===== src/rtl/hit_judge.sv =====
// Rhythm-game hit judge: latches a target each player time unit, times the
// button press against it and keeps score, combo and best-combo counters.
module hit_judge #(
   parameter int          TOL         = 1,
   parameter logic [31:0] PERFECT_WIN = 32'd1500000,
   parameter logic [31:0] GOOD_WIN    = 32'd3500000
) (
   input  logic        clk,
   input  logic        rst_n,
   input  logic [15:0] position,
   input  logic        new_time,
   input  logic [15:0] cursor,
   input  logic        hit_btn,
   input  logic        game_en,
   input  logic        clear,
   output logic [1:0]  judge,
   output logic        judge_valid,
   output logic [15:0] score,
   output logic [7:0]  combo,
   output logic [7:0]  max_combo
);

   typedef enum logic [1:0] {S_IDLE, S_ARMED, S_JUDGED} state_t;
   typedef enum logic [1:0] {J_NONE, J_PERFECT, J_GOOD, J_MISS} judge_t;

   localparam logic [15:0] NO_TARGET = 16'hFFFF;

   state_t      state_q, state_d;
   judge_t      judge_q, judge_d, res;
   logic [31:0] timer_q, timer_d;
   logic [15:0] target_q, target_d;
   logic [15:0] score_q, score_d;
   logic [7:0]  combo_q, combo_d;
   logic [7:0]  max_q, max_d;
   logic        btn_d_q;
   logic        valid_q, valid_d;
   logic        btn_edge, fire, positional;
   logic signed [8:0] dx, dy;
   logic [8:0]  adx, ady;
   logic [16:0] score_sum;

   assign btn_edge = hit_btn & ~btn_d_q;

   // Distances are taken as 9-bit signed so that cursor < target works too.
   always_comb begin
      dx  = $signed({1'b0, cursor[15:8]}) - $signed({1'b0, target_q[15:8]});
      dy  = $signed({1'b0, cursor[7:0]})  - $signed({1'b0, target_q[7:0]});
      adx = dx[8] ? 9'(-dx) : 9'(dx);
      ady = dy[8] ? 9'(-dy) : 9'(dy);
      positional = (adx <= 9'(TOL)) && (ady <= 9'(TOL));
   end

   // NOTE: every signal driven here gets a default first so no latch is inferred.
   always_comb begin
      state_d   = state_q;
      timer_d   = timer_q;
      target_d  = target_q;
      judge_d   = judge_q;
      valid_d   = 1'b0;
      score_d   = score_q;
      combo_d   = combo_q;
      max_d     = max_q;
      fire      = 1'b0;
      res       = J_NONE;
      score_sum = '0;

      if (!game_en) begin
         state_d = S_IDLE;
      end else if (new_time) begin
         // A same-cycle button edge is dropped; the outgoing target becomes a MISS.
         if (state_q == S_ARMED) begin
            fire = 1'b1;
            res  = J_MISS;
         end
         target_d = position;
         timer_d  = '0;
         state_d  = (position == NO_TARGET) ? S_IDLE : S_ARMED;
      end else if (state_q == S_ARMED) begin
         if (timer_q != '1) timer_d = timer_q + 32'd1;
         if (btn_edge) begin
            fire    = 1'b1;
            state_d = S_JUDGED;
            if (positional && timer_q < PERFECT_WIN)   res = J_PERFECT;
            else if (positional && timer_q < GOOD_WIN) res = J_GOOD;
            else                                       res = J_MISS;
         end
      end

      if (fire) begin
         judge_d = res;
         valid_d = 1'b1;
         if (res == J_MISS) begin
            combo_d = '0;
         end else begin
            score_sum = {1'b0, score_q} + ((res == J_PERFECT) ? 17'd3 : 17'd1);
            score_d   = score_sum[16] ? 16'hFFFF : score_sum[15:0];
            if (combo_q != 8'hFF) combo_d = combo_q + 8'd1;
         end
      end

      if (combo_d > max_q) max_d = combo_d;

      if (clear) begin
         score_d = '0;
         combo_d = '0;
         max_d   = '0;
      end
   end

   // NOTE: sequential state uses non-blocking assignments only.
   always_ff @(posedge clk or negedge rst_n) begin
      if (!rst_n) begin
         state_q  <= S_IDLE;
         timer_q  <= '0;
         target_q <= NO_TARGET;
         btn_d_q  <= 1'b0;
         judge_q  <= J_NONE;
         valid_q  <= 1'b0;
         score_q  <= '0;
         combo_q  <= '0;
         max_q    <= '0;
      end else begin
         state_q  <= state_d;
         timer_q  <= timer_d;
         target_q <= target_d;
         btn_d_q  <= hit_btn;
         judge_q  <= judge_d;
         valid_q  <= valid_d;
         score_q  <= score_d;
         combo_q  <= combo_d;
         max_q    <= max_d;
      end
   end

   assign judge       = judge_q;
   assign judge_valid = valid_q;
   assign score       = score_q;
   assign combo       = combo_q;
   assign max_combo   = max_q;

endmodule

===== config.mk =====
export PLATFORM = sky130hd
export DESIGN_NAME = hit_judge
export DESIGN_NICKNAME = d
export VERILOG_FILES = /design/src/rtl/hit_judge.sv
export SDC_FILE = /design/constraint.sdc
export NUM_CORES = 1
export LEC_CHECK = 0
export BUFFER_PORTS_ARGS = -buffer_cell sky130_fd_sc_hd__buf_2
export CAP_MARGIN = 20
export CORE_AREA = 10 10 111 113
export CTS_BUF_LIST = sky130_fd_sc_hd__clkbuf_4 sky130_fd_sc_hd__clkbuf_8
export DETAILED_ROUTE_END_ITERATION = 10
export DIE_AREA = 0 0 121 123
export MAX_ROUTING_LAYER = met4
export PLACE_DENSITY = 0.83
export SLEW_MARGIN = 20
export SYNTH_ARGS = -nofsm -noshare
export SYNTH_HDL_FRONTEND = slang
export SYNTH_SLANG_ARGS = --single-unit

===== constraint.sdc =====
create_clock -name clk -period 11.65 [get_ports clk]
set_clock_uncertainty 0.15 [all_clocks]
set_input_delay 1.165 -clock clk [delete_from_list [all_inputs] [get_ports clk]]
set_output_delay 1.165 -clock clk [all_outputs]
set_load 0.02 [all_outputs]

==> out/results.tsv <==
metric	value	unit
top sig layer	met4	
Min Hold Slack	0.320	ns
GPL Wtd Cong	0.922	
syn_nets	765	
ratio of cells with drive above 1 in the final layout	16.7	%
setup tns final	0	ns
status	finished, final reports clean	
Post-Synthesis Cells	695	
final hold vios	0	
Detailed Routing Iterations Pass 1	5	
reg2reg setup slack	5.98	ns
Worst Path Arrival	6.22	ns
Place WS	5.27	ns
cts repair resizes	0	
Initial Util	58.0	%
top cell type's share of synthesized area	29.8	%
Inst Count DP	882	
initial antenna violation count	0	
clk sink count	86	
total die area	14900	µm²
Antenna Diode Count	0	
initial DRC count	382	
post-route setup slack	5.56	ns
Critical R2R Launch	target_q[8]	
GRT Residual Overflow	0	
register area share after synthesis	36.9	%
CTS tree	yes	
CTS max path bufs	2	
Total Routing Usage GR	20.9	%
Final ANT Viol Nets	0	
Post-Synthesis Cell Area	5880	µm²
Synth area leader	dfrtp_1	
CTS root buf	clkbuf_8	
Syn Area/Cell	8.46	µm²
Avg WL per Cell	16.6	µm
core region area	10100	µm²
number of synthesized flops with an enable pin	0	
CP Capture Type	flip-flop	
H-tree depth	3	
final WL	14900	µm
ys async rst share	100	%
Worst setup startpoint	cursor[8]	
post-DP HPWL	11300	µm
Post-CTS Setup Bufs	0	
actual slew at the worst max-slew pin	1.03	ns
Port Buffers	72	
Max Cap Viol	0	
synth cell count leaders	88 x nor2_1, 70 x dfrtp_1, 70 x nand2_1	
final instance area	6540	µm²
Max IR drop VDD	0.0941	mV
DR vias	5417	
final period utilization	52.2	%
Rows	37	
CP Launch Type	input port	
top cells by area, synth	dfrtp_1 30%, dfstp_2 7.1%, ha_1 6.2%	
Yosys cell types	72	
hold path start	target_q[0]	
Num CTS Buffers	9	
vias in the first global route	5303	
pwr/cell area	116	nW/µm²
Slew Viols, Final	0	
die extent in x	121	µm
Yosys warning count	0	
Die Height	123	µm
Top-Level Pins	73	
Synth Flop Type	dfrtp_1	
met1 WL	6410	µm
critical-path maximum fanout	11	
first-pass GRT wire length	25000	µm
Setup Viol. Count Final	0	
# DRC	0	
crit path kind	input port to flip-flop	
clk_lat worst skew	0.37	ns
synthesis-stage register bit count	86	
pin count of the biggest net entering global routing	87	
Final min period	6.09	ns
synthesis-to-layout area growth	11.1	%
Vias/cell	6.04	
count leader, synth	nor2_1	
LEAKAGE	2.97	nW
final net count	827	
routed wl met2	7590	µm
Hold Buf Count CTS	0	
worst slew margin relative to its limit	31.0	%
CTS clk-pin slew, worst paths	0.08	ns
RSZ-0062 raised after global routing	no	
required time of the critical path	11.78	ns
Fmax	164	MHz
dpl cell area	6340	µm²
metal3 WL	639	µm
Worst Hold Class	flip-flop to flip-flop	
Finished Layout Cells	897	
sequential cells by signal (all words and copies together), names as in the netlist:
register,flops
btn_d_q,1
combo,8
judge,2
judge_valid,1
max_combo,8
score,16
state_q,2
target_q,16
timer_q,32
power by group:
part | internal, mW | switching (mW)
combinational | 0.0849 | 0.148
sequential | 0.313 | 0.00470
clock | 0.0976 | 0.113
routing by layer:
layer	track usage, %	vias to the layer above
li1	-	2619
met5	-	-
met2	35.4	131
met4	6.18	0
met1	24.5	2642
met3	4.28	25
final timing paths:
kind,end,cells after the start
max,max_combo[0],24
min,target_q[0],2
max reg2reg,max_combo[0],22
min reg2reg,target_q[0],2
max in group asynchronous,max_combo[2],1
min in group asynchronous,timer_q[14],1
kinds of logic (layout without fill, tap and decap cells):
group,count (synthesis),in the layout,synth area share (%)
DFF,86,86,36.9
buffers and inverters,62,128,4.06
muxes,8,8,1.38
adders and majority gates,32,32,7.19
xor gates and xnor gates,46,46,6.85
and+or+nand+nor,309,309,26.1
AOI/OAI and AO/OA,152,152,17.5
cell type report:
type | instances | area (µm²)
Fill cell | 857 | 3600
Inverter | 41 | 154
Multi-Input combinational cell | 547 | 3490
Clock buffer | 9 | 124
Sequential cell | 86 | 2170
Timing Repair Buffer | 72 | 367
Tap cell | 136 | 170
Clock inverter | 6 | 61.3
cell usage in the layout (no fill, tap or decap), types with 3 or more instances in the layout:
master    instances
nor3_1           19
o41ai_1           3
a31oi_1          10
nand4_1          17
nor3b_1           4
mux2i_1           7
o32ai_1           3
buf_2            71
xnor2_1          17
clkbuf_8          9
fa_1              3
dfstp_2          16
inv_1            41
o211a_1           4
or2_2             7
and3_1           22
nand3b_1          4
o21a_1            7
dfrtp_1          70
clkinv_2          3
or3_1             5
o211ai_1          4
xor2_1           29
nor4_1            7
ha_1             29
o21ai_0          43
o31ai_1           3
nor2_1           88
and2_1            7
nand2b_1          4
a21oi_1          26
or4_1             3
a311oi_1          4
nor2b_1           5
a21o_1            9
nand3_1          32
nand2_1          70
a211oi_1          6
per-stage QoR:
stage / utilization (%) / power, mW
2_1_floorplan: - / 0.493
3_3_place_gp: 62.5 / 0.542
3_5_place_dp: 62.5 / 0.550
4_1_cts: 64.3 / 0.761
5_1_grt: 64.5 / 0.810
6_report: 64.5 / 0.761
worst max-delay path, stage by stage:
cell,delay (ns)
buf_2,0.10
inv_1,0.06
ha_1,0.18
inv_1,0.06
fa_1,0.46
a211oi_1,0.39
or3_1,0.17
a32oi_1,0.28
o311a_1,0.44
o32ai_1,0.22
nor4_4,0.08
and4_1,0.20
a21oi_1,0.59
nor2_1,0.12
ha_1,0.32
nor2b_1,0.14
o21a_1,0.12
o21ai_0,0.06
nand2b_1,0.07
a21oi_1,0.06
o21ai_0,0.12
o21ai_0,0.16
or3_1,0.45
o21ai_0,0.20
(Power assumes the default switching activity.)
